**src/rtl/i2c_eeprom_seq.sv**
```systemverilog
// i2c_eeprom_seq: APB-master sequencer that turns single EEPROM read/write
// requests (16-bit address, 1..8 bytes) into i2c_master_apb CMD/DATA
// register traffic, waits out the write cycle and collects read bytes.
module i2c_eeprom_seq #(
    parameter logic [6:0]  DEV_ADDR     = 7'h55,
    parameter int unsigned PRESCALE     = 25,
    parameter int unsigned TWR_CYCLES   = 60000,
    parameter int unsigned POLL_TIMEOUT = 4096
) (
    input  logic        PCLK,
    input  logic        PRESET,
    input  logic        req_valid,
    output logic        req_ready,
    input  logic        req_write,
    input  logic [15:0] req_addr,
    input  logic [3:0]  req_len,
    input  logic [63:0] req_wdata,
    output logic        rsp_valid,
    output logic        rsp_err,
    output logic [63:0] rsp_rdata,
    output logic [31:0] M_PADDR,
    output logic        M_PSEL,
    output logic        M_PENABLE,
    output logic        M_PWRITE,
    output logic [31:0] M_PWDATA,
    input  logic [31:0] M_PRDATA,
    input  logic        M_PREADY
);

    localparam logic [31:0] ADDR_CMD      = 32'h04;
    localparam logic [31:0] ADDR_DATA     = 32'h08;
    localparam logic [31:0] ADDR_PRESCALE = 32'h0C;
    localparam logic [31:0] DEV32         = {25'd0, DEV_ADDR};
    localparam logic [31:0] CMD_WR        = 32'h0400 | DEV32;
    localparam logic [31:0] CMD_RD        = 32'h0200 | DEV32;
    localparam logic [31:0] CMD_RD_STOP   = 32'h1200 | DEV32;
    localparam logic [31:0] CMD_STOP      = 32'h1000 | DEV32;

    typedef enum logic [2:0] {
        S_RESET_INIT,
        S_IDLE,
        S_CHECK,
        S_WR_SEQ,
        S_TWR_WAIT,
        S_RD_SEQ,
        S_POLL,
        S_RESP
    } state_t;

    typedef struct packed {
        logic        psel;
        logic        penable;
        logic        pwrite;
        logic [31:0] paddr;
        logic [31:0] pwdata;
    } apb_t;

    // Setup-phase bus values for a new transfer.
    function automatic apb_t apb_setup(input logic [31:0] a, input logic [31:0] d,
                                       input logic w);
        apb_t t;
        t.psel    = 1'b1;
        t.penable = 1'b0;
        t.pwrite  = w;
        t.paddr   = a;
        t.pwdata  = d;
        return t;
    endfunction

    // Transfer number idx of a write or read command sequence.
    // Returns {is_cmd, data}; is_cmd selects CMD vs DATA register.
    function automatic logic [32:0] seq_xfer(input logic wr, input logic [4:0] idx,
                                             input logic [3:0] len, input logic [15:0] addr,
                                             input logic [63:0] wdata);
        logic [4:0]  bidx;
        logic [32:0] r;
        r    = {1'b1, CMD_WR};
        bidx = '0;
        if (idx == 5'd1) begin
            r = {1'b0, 24'd0, addr[15:8]};
        end else if (wr) begin
            if (idx == 5'd3) begin
                r = {1'b0, 24'd0, addr[7:0]};
            end else if (idx[0]) begin
                bidx = (idx - 5'd5) >> 1;
                r = {1'b0, 22'd0, (bidx == ({1'b0, len} - 5'd1)), 1'b0,
                     wdata[{bidx[2:0], 3'b000} +: 8]};
            end else if (idx == ({len, 1'b0} + 5'd4)) begin
                r = {1'b1, CMD_STOP};
            end
        end else begin
            if (idx == 5'd3) begin
                r = {1'b0, 22'd0, 1'b1, 1'b0, addr[7:0]};
            end else if (idx >= 5'd4) begin
                bidx = idx - 5'd4;
                r = (bidx == ({1'b0, len} - 5'd1)) ? {1'b1, CMD_RD_STOP} : {1'b1, CMD_RD};
            end
        end
        return r;
    endfunction

    state_t      state, state_n;
    apb_t        bus, bus_n;
    logic [4:0]  step, step_n;
    logic        r_write, r_write_n;
    logic [15:0] r_addr, r_addr_n;
    logic [3:0]  r_len, r_len_n;
    logic [63:0] r_wdata, r_wdata_n;
    logic [63:0] rd_buf, rd_buf_n;
    logic [3:0]  k, k_n;
    logic [31:0] cnt, cnt_n;
    logic        err_q, err_n;
    logic [63:0] rdata_q, rdata_n;

    logic        apb_done;
    logic [4:0]  last_idx;
    logic [32:0] nx_xfer;
    logic        req_bad;
    logic        prdata_unused;

    assign apb_done = bus.psel && bus.penable && M_PREADY;
    assign last_idx = r_write ? ({r_len, 1'b0} + 5'd4) : ({1'b0, r_len} + 5'd3);
    assign nx_xfer  = seq_xfer(r_write, step + 5'd1, r_len, r_addr, r_wdata);
    assign req_bad  = (r_len == 4'd0) || (r_len > 4'd8) ||
                      (r_write && (({2'b00, r_addr[4:0]} + {3'b000, r_len}) > 7'd32));
    assign prdata_unused = ^M_PRDATA[31:9];

    assign req_ready = (state == S_IDLE);
    assign rsp_valid = (state == S_RESP);
    assign rsp_err   = err_q;
    assign rsp_rdata = rdata_q;
    assign M_PSEL    = bus.psel;
    assign M_PENABLE = bus.penable;
    assign M_PWRITE  = bus.pwrite;
    assign M_PADDR   = bus.paddr;
    assign M_PWDATA  = bus.pwdata;

    // Next-state, APB bus and datapath updates.
    always_comb begin
        state_n   = state;
        bus_n     = bus;
        step_n    = step;
        r_write_n = r_write;
        r_addr_n  = r_addr;
        r_len_n   = r_len;
        r_wdata_n = r_wdata;
        rd_buf_n  = rd_buf;
        k_n       = k;
        cnt_n     = cnt;
        err_n     = err_q;
        rdata_n   = rdata_q;

        case (state)
            S_RESET_INIT: begin
                if (!bus.psel) begin
                    bus_n = apb_setup(ADDR_PRESCALE, 32'(PRESCALE), 1'b1);
                end else if (!bus.penable) begin
                    bus_n.penable = 1'b1;
                end else if (apb_done) begin
                    bus_n   = '0;
                    state_n = S_IDLE;
                end
            end
            S_IDLE: begin
                if (req_valid) begin
                    r_write_n = req_write;
                    r_addr_n  = req_addr;
                    r_len_n   = req_len;
                    r_wdata_n = req_wdata;
                    state_n   = S_CHECK;
                end
            end
            S_CHECK: begin
                rd_buf_n = '0;
                k_n      = '0;
                step_n   = '0;
                if (req_bad) begin
                    err_n   = 1'b1;
                    rdata_n = '0;
                    state_n = S_RESP;
                end else begin
                    bus_n   = apb_setup(ADDR_CMD, CMD_WR, 1'b1);
                    state_n = r_write ? S_WR_SEQ : S_RD_SEQ;
                end
            end
            S_WR_SEQ, S_RD_SEQ: begin
                if (bus.psel && !bus.penable) begin
                    bus_n.penable = 1'b1;
                end else if (apb_done) begin
                    if (step == last_idx) begin
                        cnt_n = '0;
                        if (r_write) begin
                            bus_n   = '0;
                            state_n = S_TWR_WAIT;
                        end else begin
                            bus_n   = apb_setup(ADDR_DATA, 32'd0, 1'b0);
                            state_n = S_POLL;
                        end
                    end else begin
                        step_n = step + 5'd1;
                        bus_n  = apb_setup(nx_xfer[32] ? ADDR_CMD : ADDR_DATA,
                                           nx_xfer[31:0], 1'b1);
                    end
                end
            end
            S_TWR_WAIT: begin
                if (cnt == 32'(TWR_CYCLES - 1)) begin
                    err_n   = 1'b0;
                    rdata_n = rd_buf;
                    state_n = S_RESP;
                end else begin
                    cnt_n = cnt + 32'd1;
                end
            end
            S_POLL: begin
                if (bus.psel && !bus.penable) begin
                    bus_n.penable = 1'b1;
                end else if (apb_done) begin
                    bus_n = '0;
                    if (M_PRDATA[8]) begin
                        rd_buf_n[{k[2:0], 3'b000} +: 8] = M_PRDATA[7:0];
                        if ((k + 4'd1) == r_len) begin
                            err_n   = 1'b0;
                            rdata_n = rd_buf_n;
                            state_n = S_RESP;
                        end else begin
                            k_n   = k + 4'd1;
                            cnt_n = '0;
                            bus_n = apb_setup(ADDR_DATA, 32'd0, 1'b0);
                        end
                    end else if ((cnt + 32'd1) == 32'(POLL_TIMEOUT)) begin
                        err_n   = 1'b1;
                        rdata_n = rd_buf;
                        state_n = S_RESP;
                    end else begin
                        cnt_n = cnt + 32'd1;
                        bus_n = apb_setup(ADDR_DATA, 32'd0, 1'b0);
                    end
                end
            end
            S_RESP: begin
                state_n = S_IDLE;
            end
            default: begin
                state_n = S_RESET_INIT;
                bus_n   = '0;
            end
        endcase
    end

    // State and datapath registers with synchronous reset.
    always_ff @(posedge PCLK) begin
        if (PRESET) begin
            state   <= S_RESET_INIT;
            bus     <= '0;
            step    <= '0;
            r_write <= 1'b0;
            r_addr  <= '0;
            r_len   <= '0;
            r_wdata <= '0;
            rd_buf  <= '0;
            k       <= '0;
            cnt     <= '0;
            err_q   <= 1'b0;
            rdata_q <= '0;
        end else begin
            state   <= state_n;
            bus     <= bus_n;
            step    <= step_n;
            r_write <= r_write_n;
            r_addr  <= r_addr_n;
            r_len   <= r_len_n;
            r_wdata <= r_wdata_n;
            rd_buf  <= rd_buf_n;
            k       <= k_n;
            cnt     <= cnt_n;
            err_q   <= err_n;
            rdata_q <= rdata_n;
        end
    end

endmodule

```
**config.mk**
```make
export PLATFORM = sky130hd
export DESIGN_NAME = i2c_eeprom_seq
export DESIGN_NICKNAME = d
export VERILOG_FILES = /design/src/rtl/i2c_eeprom_seq.sv
export SDC_FILE = /design/constraint.sdc
export NUM_CORES = 1
export LEC_CHECK = 0
export ABC_AREA = 1
export BUFFER_PORTS_ARGS = -buffer_cell sky130_fd_sc_hd__clkbuf_2
export CELL_PAD_IN_SITES_DETAIL_PLACEMENT = 1
export CELL_PAD_IN_SITES_GLOBAL_PLACEMENT = 1
export CORE_AREA = 2 2 199 201
export DETAILED_ROUTE_END_ITERATION = 6
export DIE_AREA = 0 0 201 203
export GPL_TIMING_DRIVEN = 0
export MAX_ROUTING_LAYER = met4
export PLACE_DENSITY_LB_ADDON = 0.1
export SYNTH_ARGS = -nofsm -noshare
export SYNTH_HDL_FRONTEND = slang
export SYNTH_SLANG_ARGS = --single-unit
```
**constraint.sdc**
```tcl
create_clock -name PCLK -period 4 [get_ports PCLK]
set_input_delay 0.4 -clock PCLK [delete_from_list [all_inputs] [get_ports PCLK]]
set_output_delay 0.4 -clock PCLK [all_outputs]
set_load 0.02 [all_outputs]
```
### Word-level counts from Yosys, hierarchy flattened

Cells that the tools add are included.

* flip-flop bits (word level): 325
* bits of input ports: 121
* output and inout port bits: 134

* $add $sub $neg: 10
* $lt $le $gt $ge: 3
* equal/unequal tests: 40
* shift operators: 3
* mux-type cells: 87
* reductions and logical operators: 25

Operators by type and width (number)
* 2-to-1 mux 67 bit: 10
* 2-to-1 mux 64 bit: 10
* 2-to-1 mux 32 bit: 9
* one-hot mux 67 bit (4 select lines): 1
* 2-to-1 mux 65 bit: 3
* one-hot mux 64 bit (3 select lines): 1
* 2-to-1 mux 33 bit: 5
* one-hot mux 64 bit (2 select lines): 1
* one-hot mux 32 bit (3 select lines): 1
* bitwise mux 64 bit: 1
* variable shift 8 x 8 -> 64 bit (first input constant): 1
* variable part select 64 x 7 -> 8 bit: 1
* variable part select 8 x 8 -> 64 bit: 1
* 2-to-1 mux 3 bit: 15
* 2-to-1 mux 13 bit: 3
* adder 32 x 1 -> 32 bit (second input constant): 1
* == test 32 x 13 -> 1 bit (second input constant): 1
* == test 32 x 16 -> 1 bit (second input constant): 1
* != test 2 bit (second input constant): 16
* != test 3 bit (second input constant): 8
* one-hot mux 3 bit (7 select lines): 1
* 2-to-1 mux 4 bit: 5
* 2-to-1 mux 5 bit: 4
* == test 5 bit: 3
* other kinds (40): 65

### Logic depth before layout (Yosys ltp)

Gate-level depths: netlist of the first run.

* depth in word-level cells: 13
* gate-level depth with buffers: 20

### Worst setup path after synthesis of the first run

No wires, ideal clock.

* path type: flip-flop to flip-flop
* start point: register k[0]
* end point: register rdata_q[31], in the netlist rsp_rdata[31]
* arrival time: 2754 ps
* data required time: 3887 ps
* slack: 1133 ps
* cell stages (with the launch flop): 16
* path buffers: 4
* clock period less this slack: 2867 ps
* cell sequence: dfxtp_1 inv_1 clkbuf_1 clkbuf_1 ha_1 nand2_1 nand4_1 or2_0 nor2_1 nor2_1 nor3b_1 nand3_2 buf_2 buf_2 nor2_1 nor2_1

* cells in the longest elaborated chain, start to end: 8
* elaborated cells on any way between the ends: 13
* classes of those cells: add/sub: 2; eq/ne: 2; shift: 2; mux: 6; reduce/logical: 1

Ends and longest elaborated chain
* start, declared: RTL line 110 `logic [3:0] k, k_n;`
* start signal, assigned: RTL line 275 `k <= k_n;`
* negator 6 -> 8 bit: RTL line 221 `rd_buf_n[{k[2:0], 3'b000} +: 8] = M_PRDATA[7:0];`
* variable part select 8 x 8 -> 64 bit or variable shift 8 x 8 -> 64 bit (tied branches): RTL line 221
* bitwise mux 64 bit: RTL line 221
* 2-to-1 mux 64 bit: RTL line 222 `if ((k + 4'd1) == r_len) begin`
* 2-to-1 mux 64 bit: RTL line 220 `if (M_PRDATA[8]) begin`
* 2-to-1 mux 64 bit: RTL line 218 `end else if (apb_done) begin`
* 2-to-1 mux 64 bit: RTL line 216 `if (bus.psel && !bus.penable) begin`
* one-hot mux 64 bit (3 select lines): RTL line 153 `case (state)`
* end signal, assigned: RTL line 278 `rdata_q <= rdata_n;`
* end, declared: RTL line 113 `logic [63:0] rdata_q, rdata_n;`

Several ways; a longest one is shown, not always the timed one. The select of a mux whose other input is x is not followed.
A chain may end at the register's enable or synchronous reset.

### Final worst setup path of the first run

* start point: register k[0]
* end point: register rdata_q[62], in the netlist rsp_rdata[62]

The elaborated chain is that of the path after synthesis.

==> reports/qor.csv, run 1 <==
metric;value;unit
status;completed;
die_x;201;um
seq_power_share;0.324;
crit_path_end_kind;flop;
grt_pass1_vias;16700;
grt_pass1_wl;88600;um
critical_path_arrival;4.13;ns
switchingPower;5.34;mW
drc;0;
place_congestion;0.892;
routedWlPerCell;17.4;um
num_io_pins;255;
path_max_fanout;11;
crit_path_start;k[0];
layout_worst_path_cycle_share;0.926;
cts_tree;done;
fillers;5286;
drtPass1Iterations;7;
crit_top_cell;nor2_1;
finalMaxSlewViolations;0;
hold_viol_final;0;
via_count;16400;
cts_sinks;274;
clockBufferDepth;3;
cp-start-kind;flop;
htree_levels;2;
globalRouteTotalUtil;0.280;
rows;72;
relSlewSlack;0.422;
crit_chain;inv_1 -> clkbuf_1 -> clkbuf_2 -> ha_1 -> inv_2 -> nand2_1 -> nand4_1 -> or2_0 -> nor2_1 -> nor2_1 -> nor3b_1 -> nand3_2 -> buf_6 -> buf_2 -> nor2_1 -> nor2_1;
setup_violations;0;
clkPwrFrac;0.257;
power;12.2;mW
core;38500;sq um
fin_skew;0.0143;ns
num_antenna_cells;0;
fin_crit;3.70;ns
first_iter_violations;1011;
cp.depth;16;
grt_max_degree;12;
drive_gt1_frac;0.126;
timing.rr.end;rsp_rdata[62];
vdd_ir_drop_max;0.000305;V
syn_area;15300;sq um
antenna_found_initial;0;
die_area;40800;sq um
synth_warnings;0;
rsz0062_at_grt;false;
mostFrequentLayoutCell;nand2_1;
r2r-start;k[0];
fin_setup_tns;0;ns
p_sw_frac;0.439;
synth.avg_cell_area;6.35;sq um
cp_num_buf_inv;6;
routed_wirelength;56000;um
synth_cell_type_count;46;
io_buffers;179;
synth_seq_area_share;0.358;
clkLatencyLatePin;0.54;ns
hold_class;in -> reg;
critPathSlowestCell;dfxtp_1;
critPathMaxStageDelay;0.48;ns
chipHeight;203;um
cp.required;4.42;ns
cp_top_family;simple AND/OR/NAND/NOR gates;
r2r_cells;16;
worstMarginPinSlew;0.867;ns
critPathKind;reg -> reg;
ctsHoldBuffers;0;
cap_viol_max_count;0;
hpwl;42500;um
layout_common_cells;nand2_1, nor2_1, dfxtp_1;
p_int;6.81;mW
cts_made_buffers;34;
utilization;0.472;
nNetsFinal;2821;
start_util;0.398;
grt.overflow.total;0;
power_frac_comb;0.419;
ys_seq_elements;274;
synth_cells;2412;
r2r_setup_slack;0.30;ns
antenna_left;0;
fmax;270;MHz
clk_pin_slew;0.06;ns
powerDensity;669;nW/um^2
avgViaCountPerCell;5.11;
leakagePower;8.08;nW
crit_end;rsp_rdata[62];
syn_to_final_growth;18.5;%
root_buffer;clkbuf_16;
-- state kept, by name (all words and copies together) (netlist names), 2 cells and up --
register	count
M_PADDR	2
step	5
r_wdata	64
r_len	4
rd_buf	64
state	3
r_addr	16
rsp_rdata	64
M_PWDATA	11
k	4
cnt	32
-- synthesized netlist by cell type, drive strengths merged --
cell       n  share of area
nor3      26         0.0085
o22ai      1        0.00041
a211oi     3         0.0015
nand3b     6         0.0029
a31oi      1        0.00041
and2       2        0.00082
o211ai     6         0.0029
a22o      63          0.036
o31ai      1        0.00049
xor2      14         0.0080
conb       1        0.00024
nor4       2        0.00082
xnor2      9         0.0056
a21o       1        0.00049
nand4     21         0.0090
o21bai     1        0.00049
clkinv     1        0.00024
nand2    637           0.16
or2        4         0.0016
buf       87          0.039
o21ai    237          0.077
fa         1         0.0013
mux2i      8         0.0052
clkbuf    88          0.022
nor3b      2        0.00098
ha        22          0.018
inv      228          0.056
a21oi    151          0.049
nor2     443           0.11
a2bb2oi    1        0.00057
o21a       1        0.00049
dfxtp    274           0.36
nand3     69          0.023
-- worst reg2reg max path: stages (launching register included) --
cell,delay [ns]
dfxtp_1,0.48
inv_1,0.10
clkbuf_1,0.29
clkbuf_2,0.34
ha_1,0.41
inv_2,0.11
nand2_1,0.07
nand4_1,0.08
or2_0,0.24
nor2_1,0.22
nor2_1,0.11
nor3b_1,0.35
nand3_2,0.14
buf_6,0.20
buf_2,0.23
nor2_1,0.16
nor2_1,0.06
-- layout make-up --
cell class,count,area (sq um),share of cell area
timing repair buffer,179,896,0.0493
inverter,229,860,0.0473
clock buffer,51,1060,0.0583
clock inverter,5,50.0,0.00275
buffer,175,927,0.0510
multi-input combinational,1784,8240,0.454
sequential,274,5490,0.302
tap,518,648,0.0357
-- cell families after synthesis --
family	after synthesis	synth area share
compound gates	467	0.170
xor+xnor	23	0.0136
fa+ha+maj	23	0.0193
buf+inv	404	0.116
flops	274	0.358
mux	8	0.00523
other cells	1	0.000245
simple gates	1212	0.317
-- layer usage --
metal	vias up	global-route usage	wire length [um]
li1	8109	-	-
met1	7829	0.364	26300
met2	379	0.453	25500
met3	97	0.0334	2520
met4	0	0.0929	1590
met5	-	-	0
-- how the worst min path moves through the flow --
| stage | start | endpoint | slack (ns) | cells past startpoint |
|---|---|---|---|---|
| after floorplan | r_wdata[10] | r_wdata[10] | 0.42 | 2 |
| final | req_wdata[22] | r_wdata[22] | 0.11 | 3 |
| after global placement | r_wdata[12] | r_wdata[12] | 0.44 | 2 |
| after detailed placement | r_wdata[44] | r_wdata[44] | 0.45 | 2 |
| after CTS | req_wdata[32] | r_wdata[32] | 0.09 | 3 |
| after global routing | req_wdata[20] | r_wdata[20] | 0.13 | 3 |
-- timing repair --
| action | in CTS | in global routing |
|---|---|---|
| gates resized for setup | 0 | 2 |
| setup buffers | 0 | 0 |
| endpoints found under the setup margin | 0 | 106 |
-- power groups by stage --
| stage | combinational, mW | sequential, mW | clock (mW) |
|---|---|---|---|
| global route | 5.74 | 4.03 | 3.26 |
| global placement | 4.88 | 3.96 | 0 |
| detailed placement | 5.04 | 3.99 | 0 |
| floorplan | 3.11 | 4.22 | 0 |
| finish | 5.09 | 3.94 | 3.13 |
| CTS | 5.08 | 3.94 | 3.18 |
-- per-stage QoR --
stage	cells	area (sq um)	worst slack [ns]	hold slack, ns
floorplan	2462	15500	1.13	0.425
global placement	3159	17100	0.228	0.436
detailed placement	3159	17100	0.202	0.447
CTS	3215	18200	0.165	0.0902
global route	3215	18200	0.00433	0.131
finish	3215	18200	0.296	0.112
Note: power is estimated with default switching activity, not from simulation.
==> inputs of run 2 (changes only) <==
- CORE_AREA: 2 2 199 201 -> 2 2 230 232
- DIE_AREA: 0 0 201 203 -> 0 0 232 234
==> run 2 against run 1 <==
  * Worst setup slack worse by 0.0017 ns
  * Register-to-register slack is essentially flat
  * Clock power up 3%
  * Routed wire length up 5.7%
  * Design area is 1.3% higher
  * Sequential power about the same
  * Via count is 1.7% lower
  * Total power increased by 1.2%
==> reports/qor.csv, run 2 (same netlist as run 1, synthesis figures left out) <==
metric;value;unit;change
status;completed;;
final_design_area_no_fill;18400;sq um;+1.3%
num_io_pins;255;;unchanged
core;52000;sq um;+35%
die_x;232;um;+15%
p_int;6.88;mW;+0.96%
grt_pass1_vias;16400;;-2.2%
grt.busiest_layer;met2;;
fin_skew;0.0253;ns;+0.0110 ns
antenna_left;0;;unchanged
antenna_found_initial;0;;unchanged
hold_class;in -> reg;;
power_frac_comb;0.417;;-0.002
crit_path_end_kind;flop;;
cp-start-kind;flop;;
fin_setup_tns;0;ns;unchanged
place_congestion;0.871;;-2.4%
relSlewSlack;0.256;;-0.166
use_met3;0.0298;;-0.00360
first_iter_violations;718;;-29%
cts_sinks;274;;unchanged
io_buffers;179;;unchanged
syn_to_final_growth;20.1;%;
cp.required;4.42;ns;about the same
fin_crit;3.71;ns;+0.00171 ns
htree_levels;2;;unchanged
routed_wirelength;59200;um;+5.7%
nNetsFinal;2821;;unchanged
grt.overflow.total;0;;unchanged
leakagePower;8.09;nW;+0.14%
vdd_ir_drop_max;0.000287;V;-5.9%
fmax;270;MHz;about the same
place_inst;3329;;+5.4%
clkLatencyLatePin;0.55;ns;about the same
ctsHoldBuffers;0;;unchanged
post_cts_resized;1;;+1
cts_made_buffers;35;;+2.9%
drtPass1Iterations;5;;-2
switchingPower;5.42;mW;+1.5%
final_cells;3387;;+5.3%
clkPwrFrac;0.262;;+0.005
layout_worst_path_cycle_share;0.926;;about the same
placed_cell_area;17300;sq um;+1.2%
seq_power_share;0.320;;-0.004
clockBufferDepth;3;;unchanged
via_count;16100;;-1.7%
hold_viol_final;0;;unchanged
finalMaxSlewViolations;0;;unchanged
clk_pin_slew;0.06;ns;about the same
setup_violations;0;;unchanged
start_util;0.295;;-0.104
drc;0;;unchanged
num_antenna_cells;0;;unchanged
avgViaCountPerCell;4.77;;-6.7%
worstMarginPinSlew;1.12;ns;+0.249 ns
utilization;0.354;;-0.119
use_met2;0.353;;-0.0997
die_area;54300;sq um;+33%
path_max_fanout;11;;unchanged
grt_max_degree;12;;unchanged
post-cts-setup-buffers;0;;unchanged
use_met1;0.294;;-0.0694
chipHeight;234;um;+15%
layout_common_cells;nand2_1, nor2_1, dfxtp_1;;
cts_tree;done;;
hpwl;45900;um;+8.0%
p_sw_frac;0.441;;+0.00135
cap_viol_max_count;0;;unchanged
critical_path_arrival;4.12;ns;about the same
root_buffer;clkbuf_16;;
critPathKind;reg -> reg;;
mostFrequentLayoutCell;nand2_1;;
grt_pass1_wl;91100;um;+2.8%
rsz0062_at_grt;false;;
powerDensity;668;nW/um^2;about the same
drive_gt1_frac;0.126;;+0.000277
routedWlPerCell;17.5;um;+0.35%
globalRouteTotalUtil;0.222;;-0.0584
rows;84;;+17%
## run 2: cell types whose count changed in the layout (fill, tap and decap cells not counted)
| cell | previous run | this run |
|---|---|---|
| clkbuf_2 | 180 | 179 |
| clkbuf_1 | 93 | 94 |
| bufinv_16 | 1 | 3 |
| clkbuf_8 | 8 | 4 |
| clkinv_2 | 4 | 7 |
| buf_2 | 20 | 21 |
## run 2: cell type report
cell class / count / area, sq um
plain buffers: 174 / 923
clock buffers: 49 / 1010
clock inverters: 10 / 125
fillers: 6812 / 33600
inverters: 229 / 860
multi-input cells: 1784 / 8240
flip-flops and latches: 274 / 5490
well taps: 688 / 861
repair buffers: 179 / 896
## run 2: power groups by stage
stage,clock network (mW),registers (mW),logic [mW]
2_1_floorplan,0,4.22,3.11
3_3_place_gp,0,3.98,5.02
3_5_place_dp,0,4.00,5.16
4_1_cts,3.33,3.95,5.18
5_1_grt,3.43,4.04,5.83
6_report,3.23,3.94,5.13
## run 2: critical path: stages, from the launching register on
cell and delay [ns]:
dfxtp_1 0.51, inv_1 0.29, buf_2 0.31, ha_1 0.38
inv_2 0.11, nand2_1 0.07, nand4_1 0.08, or2_0 0.22
nor2_1 0.29, nor2_1 0.13, nor3b_1 0.37, nand3_2 0.14
clkbuf_1 0.32, nor2_1 0.29, nor2_1 0.08
## run 2: path summary, 6_finish.rpt
check | start | endpoint | slack [ns] | cells past startpoint
max reg2reg | k[0] | rsp_rdata[41] | 0.29 | 14
max | k[0] | rsp_rdata[41] | 0.29 | 14
min reg2reg | r_wdata[25] | r_wdata[25] | 0.45 | 2
min | req_wdata[16] | r_wdata[16] | 0.11 | 3
## run 2: stage by stage
| stage | power (mW) | setup WS, ns | hold slack [ns] |
|---|---|---|---|
| 3_3_place_gp | 9.00 | -0.000174 | 0.436 |
| 2_1_floorplan | 7.33 | 1.13 | 0.425 |
| 3_5_place_dp | 9.16 | -0.0328 | 0.441 |
| 6_report | 12.3 | 0.294 | 0.106 |
| 5_1_grt | 13.3 | 0.0626 | 0.111 |
| 4_1_cts | 12.5 | 0.145 | 0.0832 |
## run 2: layer usage
metal | vias to the layer above | share of wire
met1 | 7688 | 0.48
met5 | - | 0
met2 | 277 | 0.45
li1 | 8104 | -
met4 | 0 | 0.025
met3 | 72 | 0.039
